## config.mk

```make
export PLATFORM = sky130hd
export DESIGN_NAME = nibble_add_sequencer_flat
export DESIGN_NICKNAME = d
export VERILOG_FILES = /design/src/rtl/nibseq_pkg.sv /design/src/rtl/nibble_add_sequencer_if.sv /design/src/rtl/nibble_add4.sv /design/src/rtl/nibble_add_sequencer.sv /design/src/flat_wrapper.sv
export SDC_FILE = /design/constraint.sdc
export NUM_CORES = 1
export LEC_CHECK = 0
export CAP_MARGIN = 0
export CORE_ASPECT_RATIO = 0.5
export CORE_MARGIN = 5
export CORE_UTILIZATION = 40
export DETAILED_ROUTE_END_ITERATION = 8
export HOLD_SLACK_MARGIN = 0.03
export PLACE_DENSITY = 0.77
export SLEW_MARGIN = 40
export SYNTH_ARGS = -nofsm -noshare
export SYNTH_HDL_FRONTEND = slang
export SYNTH_SLANG_ARGS = --single-unit
```

## constraint.sdc

```tcl
create_clock -name clk -period 5.3 [get_ports clk]
set_clock_uncertainty 0.2 [all_clocks]
set_input_delay 0.795 -clock clk [delete_from_list [all_inputs] [get_ports clk]]
set_output_delay 0.795 -clock clk [all_outputs]
set_load 0.03 [all_outputs]
```

## src/rtl/nibseq_pkg.sv

```systemverilog
// Shared constants for the nibble-serial adder: FSM encoding and slice width.
// State localparams double as the enum values so the encoding stays pinned.
package nibseq_pkg;

    localparam int NIBBLE_W = 4;

    localparam logic [1:0] IDLE = 2'd0;
    localparam logic [1:0] RUN  = 2'd1;
    localparam logic [1:0] DONE = 2'd2;

    typedef enum logic [1:0] {
        ST_IDLE = IDLE,
        ST_RUN  = RUN,
        ST_DONE = DONE
    } state_t;

endpackage

```

## src/rtl/nibble_add_sequencer_if.sv

```systemverilog
// Operand/result handshake bundle; sub exists only when NIBSEQ_SUB_EN is defined.
// master = producer/consumer side, slave = the sequencer.
interface nibble_add_sequencer_if #(parameter int WIDTH = 16);

    logic             in_valid;
    logic             in_ready;
    logic [WIDTH-1:0] a;
    logic [WIDTH-1:0] b;
    logic             cin;
`ifdef NIBSEQ_SUB_EN
    logic             sub;
`endif
    logic             out_valid;
    logic             out_ready;
    logic [WIDTH-1:0] sum;
    logic             cout;

`ifdef NIBSEQ_SUB_EN
    modport master (output in_valid, a, b, cin, sub, out_ready,
                    input  in_ready, out_valid, sum, cout);
    modport slave  (input  in_valid, a, b, cin, sub, out_ready,
                    output in_ready, out_valid, sum, cout);
`else
    modport master (output in_valid, a, b, cin, out_ready,
                    input  in_ready, out_valid, sum, cout);
    modport slave  (input  in_valid, a, b, cin, out_ready,
                    output in_ready, out_valid, sum, cout);
`endif

endinterface

```

## src/rtl/nibble_add4.sv

```systemverilog
// Combinational 4-bit ripple adder slice; purely combinational, no handshake.
module nibble_add4
    import nibseq_pkg::*;
(
    input  logic [NIBBLE_W-1:0] a_i,
    input  logic [NIBBLE_W-1:0] b_i,
    input  logic                cin_i,
    output logic [NIBBLE_W-1:0] s_o,
    output logic                cout_o
);

    logic [NIBBLE_W:0] c;

    assign c[0] = cin_i;

    for (genvar i = 0; i < NIBBLE_W; i++) begin : g_bit
        assign s_o[i]   = a_i[i] ^ b_i[i] ^ c[i];
        assign c[i+1]   = (a_i[i] & b_i[i]) | (c[i] & (a_i[i] ^ b_i[i]));
    end

    assign cout_o = c[NIBBLE_W];

endmodule

```

## src/rtl/nibble_add_sequencer.sv

```systemverilog
// WIDTH-bit adder running one 4-bit slice over NIB nibbles LSB first; latency NIB+1, one op per NIB+2 cycles.
// Result held in DONE until out_ready; in_ready only in IDLE. NIBSEQ_SUB_EN adds a - b via the sub port.
module nibble_add_sequencer
    import nibseq_pkg::*;
#(
    parameter int WIDTH = 16
) (
    input  logic                   clk,
    input  logic                   rst,
    nibble_add_sequencer_if.slave  bus
);

    localparam int NIB = WIDTH / NIBBLE_W;
    localparam int CW  = (NIB > 1) ? $clog2(NIB) : 1;

    if ((WIDTH % NIBBLE_W) != 0 || WIDTH < NIBBLE_W) begin : g_bad_width
        $error("WIDTH must be a non-zero multiple of 4");
    end

    state_t           state_q;
    logic [WIDTH-1:0] a_q;
    logic [WIDTH-1:0] b_q;
    logic [WIDTH-1:0] sum_q;
    logic [WIDTH-1:0] sum_d;
    logic [CW-1:0]    cnt_q;
    logic             carry_q;
    logic             cout_q;
    logic             in_ready_q;
    logic             out_valid_q;

    logic [WIDTH-1:0]    b_ld;
    logic                c_ld;
    logic [NIBBLE_W-1:0] s_nib;
    logic                c_nib;

`ifdef NIBSEQ_SUB_EN
    // Subtraction is a + ~b + 1; the forced carry replaces cin.
    assign b_ld = bus.sub ? ~bus.b : bus.b;
    assign c_ld = bus.sub | bus.cin;
`else
    assign b_ld = bus.b;
    assign c_ld = bus.cin;
`endif

    nibble_add4 u_slice (
        .a_i    (a_q[NIBBLE_W-1:0]),
        .b_i    (b_q[NIBBLE_W-1:0]),
        .cin_i  (carry_q),
        .s_o    (s_nib),
        .cout_o (c_nib)
    );

    // New nibble enters at the top so after NIB steps nibble 0 sits at the LSBs.
    assign sum_d = (sum_q >> NIBBLE_W) | (WIDTH'(s_nib) << (WIDTH - NIBBLE_W));

    always_ff @(posedge clk or posedge rst) begin
        if (rst) begin
            state_q     <= ST_IDLE;
            a_q         <= '0;
            b_q         <= '0;
            sum_q       <= '0;
            cnt_q       <= '0;
            carry_q     <= 1'b0;
            cout_q      <= 1'b0;
            in_ready_q  <= 1'b1;
            out_valid_q <= 1'b0;
        end else begin
            case (state_q)
                ST_IDLE: begin
                    if (bus.in_valid) begin
                        a_q        <= bus.a;
                        b_q        <= b_ld;
                        carry_q    <= c_ld;
                        cnt_q      <= '0;
                        in_ready_q <= 1'b0;
                        state_q    <= ST_RUN;
                    end
                end
                ST_RUN: begin
                    sum_q   <= sum_d;
                    a_q     <= a_q >> NIBBLE_W;
                    b_q     <= b_q >> NIBBLE_W;
                    carry_q <= c_nib;
                    cnt_q   <= cnt_q + CW'(1);
                    if (cnt_q == CW'(NIB - 1)) begin
                        cout_q      <= c_nib;
                        out_valid_q <= 1'b1;
                        state_q     <= ST_DONE;
                    end
                end
                ST_DONE: begin
                    if (bus.out_ready) begin
                        out_valid_q <= 1'b0;
                        in_ready_q  <= 1'b1;
                        state_q     <= ST_IDLE;
                    end
                end
                default: begin
                    out_valid_q <= 1'b0;
                    in_ready_q  <= 1'b1;
                    state_q     <= ST_IDLE;
                end
            endcase
        end
    end

    assign bus.in_ready  = in_ready_q;
    assign bus.out_valid = out_valid_q;
    assign bus.sum       = sum_q;
    assign bus.cout      = cout_q;

endmodule

```

## src/flat_wrapper.sv

```systemverilog
// flat-port wrapper written by rule: the top's interface ports become plain ports
module nibble_add_sequencer_flat import nibseq_pkg::*;
#(
    parameter int WIDTH = 16
)
  (clk, rst, bus_in_valid, bus_a, bus_b, bus_cin, bus_out_ready, bus_in_ready, bus_out_valid, bus_sum, bus_cout);
  nibble_add_sequencer_if #(.WIDTH(WIDTH)) bus_i ();
  input  logic clk;
  input  logic rst;
  input wire logic [$bits(bus_i.in_valid)-1:0] bus_in_valid;
  input wire logic [$bits(bus_i.a)-1:0] bus_a;
  input wire logic [$bits(bus_i.b)-1:0] bus_b;
  input wire logic [$bits(bus_i.cin)-1:0] bus_cin;
  input wire logic [$bits(bus_i.out_ready)-1:0] bus_out_ready;
  output wire logic [$bits(bus_i.in_ready)-1:0] bus_in_ready;
  output wire logic [$bits(bus_i.out_valid)-1:0] bus_out_valid;
  output wire logic [$bits(bus_i.sum)-1:0] bus_sum;
  output wire logic [$bits(bus_i.cout)-1:0] bus_cout;
  assign bus_i.in_valid = bus_in_valid;
  assign bus_i.a = bus_a;
  assign bus_i.b = bus_b;
  assign bus_i.cin = bus_cin;
  assign bus_i.out_ready = bus_out_ready;
  assign bus_in_ready = bus_i.in_ready;
  assign bus_out_valid = bus_i.out_valid;
  assign bus_sum = bus_i.sum;
  assign bus_cout = bus_i.cout;
  nibble_add_sequencer #(.WIDTH(WIDTH)) u_core (.clk(clk), .rst(rst), .bus(bus_i));
endmodule
```

* After elaboration in Yosys (flattened, before gate mapping) *
Cells that the tools add are included.

operators by class
  add/subtract/negate cells = 1
  multiply operators = 0
  div/mod/pow operators = 0
  $lt $le $gt $ge = 0
  eq/ne operators = 6
  shifts and indexed selects = 0
  mux-type cells = 18
  bitwise gates (word level) = 23
  reductions and logical operators = 7

operators by type and width
  operator                                              count
  case mux 16 bit (2 select lines)                      2
  2-to-1 mux 16 bit                                     2
  OR 12 x 16 -> 16 bit                                  1
  AND reduction 3 bit                                   3
  AND 1 bit                                             8
  2-to-1 mux 2 bit                                      4
  XOR 1 bit                                             8
  case mux 1 bit (3 select lines)                       2
  case mux 2 bit (3 select lines)                       1
  2-to-1 mux 1 bit                                      5
  equality test 2 bit (second input constant)           2
  != test 2 bit (second input constant)                 2
  OR 1 bit                                              4
  case mux 2 bit (2 select lines)                       1
  AND reduction 2 bit                                   2
  adder 2 x 1 -> 2 bit (second input constant)          1
  equality test 2 x 1 -> 1 bit (second input constant)  1
  zero test 2 bit                                       1
  != test 2 x 1 -> 1 bit (second input constant)        1
  NOT 1 bit                                             2
  case mux 1 bit (2 select lines)                       1
  nonzero test 2 bit                                    1

word-level totals
  register bits after elaboration = 56
  bits in latches = 0
  memory bits (writable) = 0
  bits in read-only memories = 0
  output and inout port bits = 19
  logic and storage cells = 64
  memories = 0

* Longest topological paths before layout *
  word-level depth = 10
  gate-level depth with buffers = 8

* Hierarchy *
A second synthesis with hierarchy kept.

second synthesis, totals
  cells, all modules = 280
  area, all modules = 2820.2 um2

modules (own cells, without submodules)
  module                times used  cells each  area an instance (um2)  seq. area each (um2)
  nibble_add_sequencer  1           266         2702.6                  1402.6
  nibble_add4           1           14          117.6                   0.0

* Worst setup path after synthesis *
No wires, ideal clock.

  kind = reg2reg
  from = register u_core.carry_q
  to = register u_core.sum_q[15] (netlist: u_core.bus.sum[15])
  data arrival time = 1.976 ns
  data required time = 5.017 ns
  setup slack = 3.041 ns
  cell stages (with the launch flop) = 9
  buffers on the path = 0
  path through = dfrtp_1 fa_1 inv_1 fa_1 inv_1 fa_1 inv_1 fa_1 o21ai_0

between the ends
  longest elaborated chain between the ends = 8

ends and longest elaborated chain
  item                      RTL line                    source
  start: declaration        nibble_add_sequencer.sv:26  logic carry_q;
  start signal: assignment  nibble_add_sequencer.sv:73  carry_q <= c_ld;
  start signal: assignment  nibble_add_sequencer.sv:83  carry_q <= c_nib;
  AND 1 bit                 nibble_add4.sv:18           assign c[i+1] = (a_i[i] & b_i[i]) | (c[i] & (a_i[i] ^ b_i[i]));
  OR 1 bit                  nibble_add4.sv:18
  AND 1 bit                 nibble_add4.sv:18
  OR 1 bit                  nibble_add4.sv:18
  AND 1 bit                 nibble_add4.sv:18
  OR 1 bit                  nibble_add4.sv:18
  XOR 1 bit                 nibble_add4.sv:17           assign s_o[i] = a_i[i] ^ b_i[i] ^ c[i];
  OR 12 x 16 -> 16 bit      nibble_add_sequencer.sv:54  assign sum_d = (sum_q >> NIBBLE_W) | (WIDTH'(s_nib) << (WIDTH - NIBBLE_W));
  end signal: assignment    nibble_add_sequencer.sv:80  sum_q <= sum_d;
  end: declaration          nibble_add_sequencer.sv:23  logic [WIDTH-1:0] sum_q;

Every way passes these cells.
A chain may end at the register's enable or synchronous reset.

* Final worst setup path *
  from = input bus_in_valid
  to = register u_core.b_q[1]

between the ends
  longest elaborated chain between the ends = 2

ends and longest elaborated chain
  item                                  RTL line                    source
  start: declaration                    flat_wrapper.sv:10          input wire logic [$bits(bus_i.in_valid)-1:0] bus_in_valid;
  != test 2 bit (no source line)        --
  AND reduction 2 bit (no source line)  --
  end signal: assignment                nibble_add_sequencer.sv:72  b_q <= b_ld;
  end signal: assignment                nibble_add_sequencer.sv:82  b_q <= b_q >> NIBBLE_W;
  end: declaration                      nibble_add_sequencer.sv:22  logic [WIDTH-1:0] b_q;

Every way passes these cells.

==> metrics.csv <==
metric,value,unit
vias in the first global route,1863,
Mapped Nets,306,
Top Layer Used,met4,
Fin. Hold Viols,0,
Yosys warnings,0,
largest net degree at the start of global routing,57,
CTS tree,built,
WL per Instance,13.70,µm
# DRC,0,
# IOs,56,
VDD IR max,194.4,µV
Reg-to-Reg Start,u_core.carry_q,
crit path capture type,flop,
met1 WL,2.497,mm
PwrDens,639.9,nW/µm²
Buffers on Ports,55,
DPL Wire Length,3.735,mm
# diodes,0,
post-CTS setup buffer count,0,
setup violators final,0,
num rows,20,
Max Cap Viol,0,
DR vias/cell,4.967,
mux contribution to synthesized area,0,%
Synth Area in Adders,3.662,%
Leakage,0.001468,µW
H-tree Lvls,2,
status,completed,
Hold WS,0.2726,ns
DRT Pass-1 Iters,4,
clk slew on worst S/H paths,0.07,ns
setup_tns,0,ns
total grt overflow,0,
"commonest cells after routing, fill and taps aside","55 x clkdlybuf4s50_1, 55 x dfrtp_1, 49 x nand2_1",
peak fanout along the critical path,22,
Die Area,8108,µm²
Sink Count,56,
initial antenna violation count,0,
largest family of logic cells by synthesized area,simple AND/OR/NAND/NOR gates,
DR vias,1982,
area grow syn2layout,30.23,%
Placer Congestion,0.7622,
Startpoint Class,input pin,
Hold Path Origin,u_core.bus.sum[2],
Netlist cell types,29,
Post-Synth Simple-Gate Area,18.31,%
synthesized instance count,264,
f_max,353.8,MHz
CP Class,in2reg,
synthesized area per cell,9.578,µm²
core box area,6106,µm²
max_slew headroom,41.96,%
critical path arrival,2.79,ns
Max clock buf depth,2,
Hold Buf Count CTS,0,
nets,352,
Root Buffer,clkbuf_16,
Skew-Pair Late Insertion Delay,0.29,ns
DIE HEIGHT,66.22,µm
RSZ-0062 raised after global routing,no,
post-synthesis cell area,2529,µm²
Worst-Margin Slew,0.8678,ns
Max Slew Vio Count,0,
post-synthesis sequential area ratio,55.47,%
Tmin final,2.826,ns
crit share post-route,53.33,%
fraction of layout cells with a size suffix above 1,5.466,%
worst min path class,reg2reg,
Worst Setup SP,bus_in_valid,
die width,122.4,µm
compound-gate portion of the synthesized area,15.49,%
final WL,5.466,mm
met2 WL,2.582,mm
post-cts resize count,0,
GRT Total Usage,13.96,%
Initial DRC Count,138,
critical path required time,5.26,ns
#FFs+latches synth,56,
first-pass GRT wire length,8.935,mm
Initial Util,41.41,%
met3 wire length,323,µm
CTS Buf Count,5,
DRT antenna net count,0,
XOR/XNOR share of the synthesized area,0,%
## logic make-up after synthesis
logic type	after synthesis
AOI/OAI and AO/OA	52
buffers and inverters	37
and+or+nand+nor	114
adders and majority gates	5
DFF	56
## worst paths after layout
check | end | slack [ns] | cells past startpoint
setup / recovery | u_core.b_q[1] | 2.47 | 4
hold / removal | u_core.bus.sum[2] | 0.27 | 2
setup reg to reg | u_core.bus.sum[15] | 2.94 | 8
hold reg to reg | u_core.bus.sum[2] | 0.27 | 2
max in group asynchronous | u_core.a_q[12] | 3.63 | 3
min in group asynchronous | u_core.bus.sum[6] | 0.81 | 3
## cell usage after synthesis
cell type / count / area, µm²
nor3b_1: 1 / 7.510
a32o_1: 5 / 50.05
or2_1: 1 / 6.260
buf_6: 1 / 11.26
o21ba_2: 1 / 10.01
nor2b_1: 2 / 12.51
a22o_1: 2 / 17.52
a311oi_1: 10 / 87.58
a21oi_1: 7 / 35.03
o21ai_0: 10 / 50.05
fa_1: 4 / 80.08
dfrtp_1: 55 / 1376
dfstp_2: 1 / 26.28
or2b_1: 1 / 7.510
clkbuf_1: 1 / 3.750
a31oi_1: 1 / 6.260
o32ai_1: 3 / 26.28
ha_1: 1 / 12.51
a211oi_2: 2 / 25.02
a221oi_1: 1 / 8.760
buf_4: 5 / 37.54
o21bai_1: 1 / 7.510
nand2b_1: 2 / 12.51
buf_2: 11 / 55.05
a211oi_1: 9 / 67.56
inv_1: 19 / 71.32
nor2_1: 46 / 172.7
nor3_1: 12 / 60.06
nand2_1: 49 / 183.9
## sequential cells by signal (all words and copies together) (netlist names), 2 cells and up
name	cells
u_core.b_q	16
u_core.state_q	2
u_core.bus.sum	16
u_core.cnt_q	2
u_core.a_q	16
## layout make-up
class,instances,area [µm²]
clock buffer,6,128.9
tap,88,110.1
clock inverter,2,60.06
inverter,19,71.32
fill,561,2813
multi-input combinational,171,954.7
sequential,56,1403
timing repair buffer,57,565.5
## worst max-delay path, cell delays in order
cell             delay [ns]
clkdlybuf4s50_1        1.04
inv_1                  0.47
o32ai_1                0.40
a21oi_1                0.08
## where the power goes
group | switching, µW | leakage, µW | total (µW) | internal [µW]
clock | 147 | 0.0000911 | 418 | 271
sequential | 158 | 0.000675 | 790 | 633
combinational | 527 | 0.000701 | 899 | 372
total | 832 | 0.00147 | 2110 | 1280
## stage by stage
| step | total power [µW] | cells | util (%) | area, µm² | worst slack [ns] |
|---|---|---|---|---|---|
| CTS | 2123 | 399 | 53.87 | 3289 | 2.520 |
| floorplan | 1446 | 264 | - | 2529 | 2.935 |
| detailed placement | 1700 | 391 | 50.78 | 3100 | 2.208 |
| finish | 2107 | 399 | 53.93 | 3293 | 2.474 |
| global route | 2284 | 399 | 53.93 | 3293 | 2.388 |
| global placement | 1662 | 391 | 50.72 | 3097 | 2.264 |
## metal layers
layer / up-vias / GRT usage, %
met1: 952 / 18.36
met3: 8 / 3.162
met2: 49 / 23.03
met4: 0 / 4.463
li1: 973 / -
met5: - / 0
Power figures use the tool's default switching activity.
